<file path="config.mk">
export PLATFORM = sky130hd
export DESIGN_NAME = pipe_hazard_unit_flat
export DESIGN_NICKNAME = d
export VERILOG_FILES = /design/src/rtl/pipe_hazard_unit_if.sv /design/src/rtl/pipe_hazard_unit.sv /design/src/flat_wrapper.sv
export SDC_FILE = /design/constraint.sdc
export NUM_CORES = 1
export LEC_CHECK = 0
export BUFFER_PORTS_ARGS = -buffer_cell sky130_fd_sc_hd__buf_4
export CORE_UTILIZATION = 35
export DETAILED_ROUTE_END_ITERATION = 10
export SLEW_MARGIN = 0
export SYNTH_ARGS = -nofsm -noshare
export SYNTH_HDL_FRONTEND = slang
export SYNTH_SLANG_ARGS = --single-unit
</file>
<file path="constraint.sdc">
create_clock -name clk -period 5 [get_ports clk]
set_input_delay 0.75 -clock clk [delete_from_list [all_inputs] [get_ports clk]]
set_output_delay 0.75 -clock clk [all_outputs]
set_load 0.01 [all_outputs]
</file>
<file path="src/rtl/pipe_hazard_unit_if.sv">
// ---------------------------------------------------------------------------
// pipe_hazard_unit_if
//
// Purpose:
//   Bundles the signals that pass between the decode stage (plus the result
//   feedback from the downstream stages) and the hazard/forwarding unit.
//   Clock and reset stay outside the bundle as plain ports.
//
// Parameters:
//   DW    - width of forwarded result values
//   RAW   - register address width
//   DEPTH - number of tracked in-flight stages after decode
//
// Signals (direction given from the hazard unit's point of view):
//   id_valid    in   decode holds a real instruction
//   id_rs       in   source A register
//   id_rt       in   source B register
//   id_rs_used  in   source A is read
//   id_rt_used  in   source B is read
//   id_rd       in   destination register
//   id_wen      in   instruction writes id_rd
//   id_is_load  in   instruction is a load
//   flush       in   invalidate every tracked entry at the next edge
//   stage_data  in   result of entry k at bits [k*DW +: DW]
//   stall       out  hold fetch/decode, bubble into execute
//   fwd_a_sel   out  use fwd_a_data for source A
//   fwd_a_data  out  forwarded value for source A
//   fwd_b_sel   out  use fwd_b_data for source B
//   fwd_b_data  out  forwarded value for source B
//   stall_cnt   out  saturating count of stall cycles
//
// Modports:
//   master - the pipeline side (drives decode info and stage results)
//   slave  - the hazard unit itself
// ---------------------------------------------------------------------------
interface pipe_hazard_unit_if #(
  parameter int DW    = 32,
  parameter int RAW   = 5,
  parameter int DEPTH = 3
);

  logic                  id_valid;
  logic [RAW-1:0]        id_rs;
  logic [RAW-1:0]        id_rt;
  logic                  id_rs_used;
  logic                  id_rt_used;
  logic [RAW-1:0]        id_rd;
  logic                  id_wen;
  logic                  id_is_load;
  logic                  flush;
  logic [DEPTH*DW-1:0]   stage_data;

  logic                  stall;
  logic                  fwd_a_sel;
  logic [DW-1:0]         fwd_a_data;
  logic                  fwd_b_sel;
  logic [DW-1:0]         fwd_b_data;
  logic [31:0]           stall_cnt;

  modport master (
    output id_valid, id_rs, id_rt, id_rs_used, id_rt_used,
           id_rd, id_wen, id_is_load, flush, stage_data,
    input  stall, fwd_a_sel, fwd_a_data, fwd_b_sel, fwd_b_data, stall_cnt
  );

  modport slave (
    input  id_valid, id_rs, id_rt, id_rs_used, id_rt_used,
           id_rd, id_wen, id_is_load, flush, stage_data,
    output stall, fwd_a_sel, fwd_a_data, fwd_b_sel, fwd_b_data, stall_cnt
  );

endinterface

</file>
<file path="src/rtl/pipe_hazard_unit.sv">
// ---------------------------------------------------------------------------
// pipe_hazard_unit
//
// Purpose:
//   Hazard and forwarding controller that sits beside the decode stage of
//   the pipelined CPU. It keeps a shift-register scoreboard of the
//   destination registers of every instruction past decode, picks the
//   forwarded operand values for the instruction currently in decode, and
//   raises a load-use stall when a needed load result is not yet available.
//
// Parameters:
//   DW         - datapath width of forwarded values
//   RAW        - register address width
//   DEPTH      - tracked stages after decode (entry 0 = execute,
//                entry DEPTH-1 = oldest), 2..8
//   LOAD_STAGE - lowest entry index at which a load result is present in
//                stage_data, 1..DEPTH-1
//
// Ports:
//   clk - clock, rising edge
//   rst - asynchronous active-high reset
//   hz  - slave side of pipe_hazard_unit_if (decode info, stage results,
//         stall/forwarding outputs and the stall counter)
// ---------------------------------------------------------------------------
module pipe_hazard_unit #(
  parameter int DW         = 32,
  parameter int RAW        = 5,
  parameter int DEPTH      = 3,
  parameter int LOAD_STAGE = 2
) (
  input  logic                clk,
  input  logic                rst,
  pipe_hazard_unit_if.slave   hz
);

  // Catch illegal configurations at elaboration time.
  if (DEPTH < 2 || DEPTH > 8) begin : g_bad_depth
    $error("pipe_hazard_unit: DEPTH must be in 2..8");
  end
  if (LOAD_STAGE < 1 || LOAD_STAGE > DEPTH - 1) begin : g_bad_load_stage
    $error("pipe_hazard_unit: LOAD_STAGE must be in 1..DEPTH-1");
  end

  // One scoreboard slot per in-flight stage.
  typedef struct packed {
    logic           v;
    logic [RAW-1:0] rd;
    logic           ld;
  } sb_entry_t;

  sb_entry_t   sb_q [DEPTH];
  logic [31:0] stall_cnt_q;

  // Per-source match results.
  logic          a_hit;
  logic          a_ld;
  logic          a_early;
  logic [DW-1:0] a_data;
  logic          b_hit;
  logic          b_ld;
  logic          b_early;
  logic [DW-1:0] b_data;

  logic          a_blk;
  logic          b_blk;
  logic          stall;

  // Youngest-match search. Walking from the oldest entry towards entry 0
  // lets the youngest hit overwrite any older one, so an older matching
  // entry can never hide a younger in-flight load. Register 0 and unused
  // sources never match.
  always_comb begin
    a_hit   = 1'b0;
    a_ld    = 1'b0;
    a_early = 1'b0;
    a_data  = '0;
    b_hit   = 1'b0;
    b_ld    = 1'b0;
    b_early = 1'b0;
    b_data  = '0;
    for (int k = DEPTH - 1; k >= 0; k--) begin
      if (sb_q[k].v && hz.id_rs_used && (hz.id_rs != '0) &&
          (sb_q[k].rd == hz.id_rs)) begin
        a_hit   = 1'b1;
        a_ld    = sb_q[k].ld;
        a_early = (k < LOAD_STAGE);
        a_data  = hz.stage_data[k*DW +: DW];
      end
      if (sb_q[k].v && hz.id_rt_used && (hz.id_rt != '0) &&
          (sb_q[k].rd == hz.id_rt)) begin
        b_hit   = 1'b1;
        b_ld    = sb_q[k].ld;
        b_early = (k < LOAD_STAGE);
        b_data  = hz.stage_data[k*DW +: DW];
      end
    end
  end

  // A source is blocked when its youngest producer is a load that has not
  // yet reached the stage where its data exists. Only a real decode
  // instruction can block; stall never looks at stage_data.
  assign a_blk = hz.id_valid & a_hit & a_ld & a_early;
  assign b_blk = hz.id_valid & b_hit & b_ld & b_early;
  assign stall = a_blk | b_blk;

  // Forwarding outputs; a blocked or unmatched source reads the register
  // file and its data bus is held at zero.
  always_comb begin
    hz.fwd_a_sel  = a_hit & ~a_blk;
    hz.fwd_a_data = (a_hit & ~a_blk) ? a_data : '0;
    hz.fwd_b_sel  = b_hit & ~b_blk;
    hz.fwd_b_data = (b_hit & ~b_blk) ? b_data : '0;
  end

  assign hz.stall     = stall;
  assign hz.stall_cnt = stall_cnt_q;

  // Scoreboard shift and stall counter. Downstream stages never stall, so
  // the scoreboard advances every cycle; a stall only replaces the entering
  // instruction with a bubble. Flush wins over both shift and insertion but
  // does not stop a stall in the same cycle from being counted.
  always_ff @(posedge clk or posedge rst) begin
    if (rst) begin
      for (int k = 0; k < DEPTH; k++) begin
        sb_q[k] <= '0;
      end
      stall_cnt_q <= '0;
    end else begin
      if (hz.flush) begin
        for (int k = 0; k < DEPTH; k++) begin
          sb_q[k] <= '0;
        end
      end else begin
        for (int k = DEPTH - 1; k > 0; k--) begin
          sb_q[k] <= sb_q[k-1];
        end
        if (stall) begin
          sb_q[0] <= '0;
        end else begin
          sb_q[0] <= '{v:  hz.id_valid & hz.id_wen & (hz.id_rd != '0),
                       rd: hz.id_rd,
                       ld: hz.id_is_load};
        end
      end
      if (stall && (stall_cnt_q != 32'hFFFF_FFFF)) begin
        stall_cnt_q <= stall_cnt_q + 32'd1;
      end
    end
  end

endmodule
</file>
<file path="src/flat_wrapper.sv">
// flat-port wrapper written by rule: the top's interface ports become plain ports
module pipe_hazard_unit_flat 
#(
  parameter int DW         = 32,
  parameter int RAW        = 5,
  parameter int DEPTH      = 3,
  parameter int LOAD_STAGE = 2
)
  (clk, rst, hz_id_valid, hz_id_rs, hz_id_rt, hz_id_rs_used, hz_id_rt_used, hz_id_rd, hz_id_wen, hz_id_is_load, hz_flush, hz_stage_data, hz_stall, hz_fwd_a_sel, hz_fwd_a_data, hz_fwd_b_sel, hz_fwd_b_data, hz_stall_cnt);
  pipe_hazard_unit_if #(.DW(DW), .RAW(RAW), .DEPTH(DEPTH)) hz_i ();
  input  logic clk;
  input  logic rst;
  input wire logic [$bits(hz_i.id_valid)-1:0] hz_id_valid;
  input wire logic [$bits(hz_i.id_rs)-1:0] hz_id_rs;
  input wire logic [$bits(hz_i.id_rt)-1:0] hz_id_rt;
  input wire logic [$bits(hz_i.id_rs_used)-1:0] hz_id_rs_used;
  input wire logic [$bits(hz_i.id_rt_used)-1:0] hz_id_rt_used;
  input wire logic [$bits(hz_i.id_rd)-1:0] hz_id_rd;
  input wire logic [$bits(hz_i.id_wen)-1:0] hz_id_wen;
  input wire logic [$bits(hz_i.id_is_load)-1:0] hz_id_is_load;
  input wire logic [$bits(hz_i.flush)-1:0] hz_flush;
  input wire logic [$bits(hz_i.stage_data)-1:0] hz_stage_data;
  output wire logic [$bits(hz_i.stall)-1:0] hz_stall;
  output wire logic [$bits(hz_i.fwd_a_sel)-1:0] hz_fwd_a_sel;
  output wire logic [$bits(hz_i.fwd_a_data)-1:0] hz_fwd_a_data;
  output wire logic [$bits(hz_i.fwd_b_sel)-1:0] hz_fwd_b_sel;
  output wire logic [$bits(hz_i.fwd_b_data)-1:0] hz_fwd_b_data;
  output wire logic [$bits(hz_i.stall_cnt)-1:0] hz_stall_cnt;
  assign hz_i.id_valid = hz_id_valid;
  assign hz_i.id_rs = hz_id_rs;
  assign hz_i.id_rt = hz_id_rt;
  assign hz_i.id_rs_used = hz_id_rs_used;
  assign hz_i.id_rt_used = hz_id_rt_used;
  assign hz_i.id_rd = hz_id_rd;
  assign hz_i.id_wen = hz_id_wen;
  assign hz_i.id_is_load = hz_id_is_load;
  assign hz_i.flush = hz_flush;
  assign hz_i.stage_data = hz_stage_data;
  assign hz_stall = hz_i.stall;
  assign hz_fwd_a_sel = hz_i.fwd_a_sel;
  assign hz_fwd_a_data = hz_i.fwd_a_data;
  assign hz_fwd_b_sel = hz_i.fwd_b_sel;
  assign hz_fwd_b_data = hz_i.fwd_b_data;
  assign hz_stall_cnt = hz_i.stall_cnt;
  pipe_hazard_unit #(.DW(DW), .RAW(RAW), .DEPTH(DEPTH), .LOAD_STAGE(LOAD_STAGE)) u_core (.clk(clk), .rst(rst), .hz(hz_i));
endmodule
</file>
==> results.md <==
Yosys:
- After synthesis, the share of cell area in mux cells is 0.00273.
- The synthesized netlist contains 38 unique library cells.
- The cell area that synthesis handed to floorplanning was between 4000 and 5000 um^2.
- The per-instance average area after synthesis is about 8.3 um^2.
- Of the total synthesized cell area, the portion taken by XOR and XNOR cells is 0.129.
- The post-synthesis share of cell area spent on and, or, nand and nor gates is 0.334.
- The cell count after synthesis came out at slightly below 500.
- The number of synthesized register bits is 52.
- Yosys mapped a number of flops with a built-in enable equal to 0.
- The post-synthesis compound-gate area fraction is 0.165.
- After synthesis, the largest family of logic cells by area is simple AND/OR/NAND/NOR gates.
- Synthesis produced a netlist with a net count of just over 600.
- The sequential area share after synthesis is 0.315.
- For this run, the leading register cell type out of synthesis is sky130_fd_sc_hd__dfrtp_1.
- After synthesis, the share of flip-flops with an asynchronous set or reset is 1.00.
- The fraction of the mapped netlist area in adder cells is 0.00303.
- The number of warnings printed during yosys synthesis is 0.

Power and ir drop:
- The peak ir drop on the vdd network is ~0.00016 V.
- Of the total power, the clock network draws 0.419.
- The total design power is 1040 uW.
- Dividing total power by cell area gives a power density of roughly 170 nW/um^2.
- Of the total power, registers draw 0.417.
- Of the total power, combinational logic draws 0.163.
- The switching component of the power is roughly 240 uW.
- The switching fraction of total power is 0.233.
- Summed over all cells, the static leakage comes to roughly 0.0026 uW.
- Internal power comes to 799 uW.

STA:
- The slew at the pin closest to its max-slew limit is approximately 1100 ps.
- The number of hold violations in the final report came to 0.
- The relative slew slack is 0.267.
- Dividing the final minimum period by the clock period gives 0.904.
- The max-slew violation total from the final report is 0.
- The worst clock skew is approximately 8.8 ps.
- The highest clock frequency the design can meet is roughly 220 MHz.
- Setup repair after global routing left no endpoint under its margin.
- The minimum clock period after layout is 4520 ps.
- After layout, the worst setup slack is slightly below 500 ps.
- Setup violations remaining at the end of the flow were counted as 0.
- After routing, the total negative slack on setup checks comes to 0 ps.

Cells and area:
- The final instance area is roughly 6000 um^2.
- The signed area change from the synthesized netlist to the final layout is 48.5%.
- At the end of the flow, the number of nets in the layout was around 810.
- Counting the fill cells in the layout gives between 1,000 and 1,500.
- In the final layout, the share of cells above drive strength 1 is 0.372.
- 0 antenna diodes ended up in the layout.
- The final design utilization is 0.535.

Global routing:
- The via count of the first global-routing pass is 4,846.
- The wire length of the first global-routing pass is around 26 mm.
- Entering global routing, the biggest net connects 53 pins.
- The leftover overflow at the end of global routing is 0.
- The number of antenna violations at the first check in global routing was 0.
- The global router's overall resource usage is 0.260.

Detailed routing:
- The antenna violation net count after detailed routing is 0.
- The routed layout has between 5,000 and 6,000 vias.
- The average wire per standard cell is a little under 20 um.
- The top layer reached by signal wires is met4.
- The first detailed-routing pass ran for 5 iterations.
- Summed over all layers, the routed wires come to 16.5 mm.
- After detailed routing, the number of vias per cell comes to 6.18.
- The wire length on met3 is about 1.2 mm.
- For this block, the initial DRC count from the detailed router was 754.
- The routed design uses slightly above 8 mm of met2 wire.
- The number of remaining DRC errors is 0.
- The routed length on met1 is 6.66 mm.

Placement:
- The wire-length estimate of the detail-placed layout is roughly 12 mm.
- At the end of routability-driven placement, the weighted congestion stood at approximately 0.93.
- The quantity of I/O buffers inserted on ports is around 220.
- The instance area after placement is between 5000 and 6000 um^2.
- OpenSTA, run right after detailed placement, puts the worst setup slack at between 500 and 600 ps.

Setup path:
- The type of the worst setup path is primary input to primary output.
- The sort of element at the end of the critical path is a primary output.
- In this run the critical register-to-register path is launched from u_core.sb_q[16].
- The maximum fanout along the worst path is 33.
- The kind of start point of the critical path is a primary input.
- In this design, the stage delay of the slowest critical-path cell is about 890 ps.
- The most common cell type on the critical path is sky130_fd_sc_hd__buf_4.
- STA puts the critical path data arrival time at between 3000 and 4000 ps.
- The signal on the critical path passes through buf_4, xnor2_1, nand4_1, nor3_2, buf_4, nor2_1, a22oi_1, o32ai_4, buf_4, nor3_1, buf_4.
- The worst register-to-register path has a depth of 10.
- The slowest stage of the critical path is the sky130_fd_sc_hd__nor3_2 cell.
- At the worst endpoint, the required time is approximately 4300 ps.
- The critical path launch point is hz_id_rt[1].

Status:
- The run finished with clean final reports.

Clock tree:
- Once the clock tree was built, the setup fixing pass inserted 0 buffers.
- The clock net in this run drives a total of 52 sinks.
- In this run, post-CTS repair resized a total of 0 instances.
- In this run, CTS created clock tree buffers numbering 5.
- The H-tree generated during clock tree synthesis spans 2 levels.
- Buffers inserted to repair hold after CTS numbered 0.
- The clock latency reported for the late side of the worst-skew pair is slightly below 300 ps.
- TritonCTS built the clock tree.
- The maximum root-to-sink buffer count is 2.
- The CTS root buffer is sky130_fd_sc_hd__clkbuf_16.
- Clock-pin slew was measured on the worst setup and hold paths at 70 ps.

Floorplanning:
- The number of placement rows is 39.
- The floorplan die height is between 100 and 150 um.
- The area of the core is ~11,000 um^2.
- The die is 111 um wide.
- The die area is ~12,000 um^2.
- For this configuration, the core starts out at a cell density of 0.360.
- The count of boundary I/O pins is 218.

Worst hold path:
- The startpoint of the worst hold path is u_core.hz.stall_cnt[14].
- The class of the tightest hold or removal check is flop to flop.
- Along the worst hold path, the cell count comes to 1.

Run:
- The number of maximum-capacitance constraint violations is 0.
-- cells in the final DEF, fill, tap and decap left out, types with 2 or more instances in the layout --
master,instances
sky130_fd_sc_hd__o211ai_1,3
sky130_fd_sc_hd__nor3b_1,2
sky130_fd_sc_hd__and4_1,2
sky130_fd_sc_hd__a22oi_1,2
sky130_fd_sc_hd__nor4b_1,2
sky130_fd_sc_hd__buf_4,233
sky130_fd_sc_hd__xor2_1,35
sky130_fd_sc_hd__and2_1,6
sky130_fd_sc_hd__inv_1,5
sky130_fd_sc_hd__nor4_1,72
sky130_fd_sc_hd__nand3_1,16
sky130_fd_sc_hd__and3_1,2
sky130_fd_sc_hd__clkbuf_16,5
sky130_fd_sc_hd__bufinv_16,2
sky130_fd_sc_hd__xnor2_1,26
sky130_fd_sc_hd__nor3_2,3
sky130_fd_sc_hd__nor3_1,73
sky130_fd_sc_hd__nor2b_1,14
sky130_fd_sc_hd__nor2_1,18
sky130_fd_sc_hd__nand4_1,11
sky130_fd_sc_hd__or4_1,4
sky130_fd_sc_hd__nand2_1,16
sky130_fd_sc_hd__nor2_2,2
sky130_fd_sc_hd__dfrtp_1,52
sky130_fd_sc_hd__inv_2,2
sky130_fd_sc_hd__a221oi_1,64
sky130_fd_sc_hd__o32ai_4,2
-- per-layer routing --
metal	vias up	GRT usage
met1	2444	0.334
met5	-	0
met4	0	0.0987
met2	303	0.439
li1	2343	-
met3	49	0.0401
-- per-stage QoR --
step / hold slack, ps / cells
global route: 532 / 832
floorplan: 486 / 496
finish: 491 / 832
global placement: 478 / 824
CTS: 494 / 832
detailed placement: 481 / 824
-- cells in the mapped netlist, drive strengths merged (2+ instances only) --
| library cell | count | share of area |
|---|---|---|
| a22oi | 2 | 0.0036 |
| o21ai | 3 | 0.0073 |
| nor2 | 20 | 0.018 |
| or4 | 5 | 0.010 |
| nand4 | 11 | 0.017 |
| and4 | 2 | 0.0042 |
| inv | 7 | 0.0064 |
| nand3 | 16 | 0.019 |
| nor2b | 14 | 0.021 |
| xnor2 | 26 | 0.055 |
| nor4b | 2 | 0.0042 |
| nor3b | 2 | 0.0036 |
| nor4 | 72 | 0.11 |
| clkbuf | 45 | 0.041 |
| xor2 | 35 | 0.074 |
| a221oi | 64 | 0.14 |
| o211ai | 3 | 0.0055 |
| and3 | 2 | 0.0030 |
| dfrtp | 52 | 0.32 |
| nand2 | 16 | 0.015 |
| buf | 3 | 0.0036 |
| o32ai | 2 | 0.0042 |
| nor3 | 77 | 0.095 |
| and2 | 6 | 0.0091 |
-- state kept, by name, summed over array words and instances (netlist names) --
signal	flops
u_core.hz.stall_cnt	32
u_core.sb_q	20
-- power by group through the flow --
| stage | clock, uW | combinational, uW | sequential, uW |
|---|---|---|---|
| final | 437 | 170 | 435 |
| after global placement | 0 | 166 | 442 |
| after floorplan | 0 | 58.9 | 440 |
| after detailed placement | 0 | 169 | 443 |
| after CTS | 448 | 169 | 434 |
| after global routing | 463 | 182 | 435 |
-- cell type report --
cell class / instances / area (um^2) / share of cell area
clock buffer: 5 / 125 / 0.0204
inverter: 7 / 26.3 / 0.00428
multi-input combinational: 389 / 2680 / 0.438
clock inverter: 3 / 68.8 / 0.0112
tap: 143 / 179 / 0.0292
timing repair buffer: 233 / 1750 / 0.285
sequential: 52 / 1300 / 0.212
-- path summary, 6_finish.rpt --
check / endpoint / slack, ps
worst max-delay path: hz_fwd_b_data[30] / 480
worst min-delay path: u_core.hz.stall_cnt[14] / 490
worst max register to register: u_core.sb_q[20] / 1570
worst min register to register: u_core.hz.stall_cnt[14] / 490
max in group asynchronous: u_core.sb_q[12] / 3610
min in group asynchronous: u_core.hz.stall_cnt[31] / 740
-- worst max-delay path, delay by kind of cell --
kind,cells,cell delay (ps)
AOI/OAI and AO/OA,2,370
buffers and inverters,4,1010
and+or+nand+nor,4,1430
xor gates and xnor gates,1,180
-- cell families (layout without fill, tap and decap cells) --
| logic type | Yosys count | count (layout) |
|---|---|---|
| compound gates | 78 | 78 |
| fa+ha+maj | 1 | 1 |
| mux | 1 | 1 |
| xor+xnor | 61 | 61 |
| buf+inv | 55 | 248 |
| simple gates | 248 | 248 |
| flops | 52 | 52 |
Note: power is estimated with default switching activity, not from simulation.
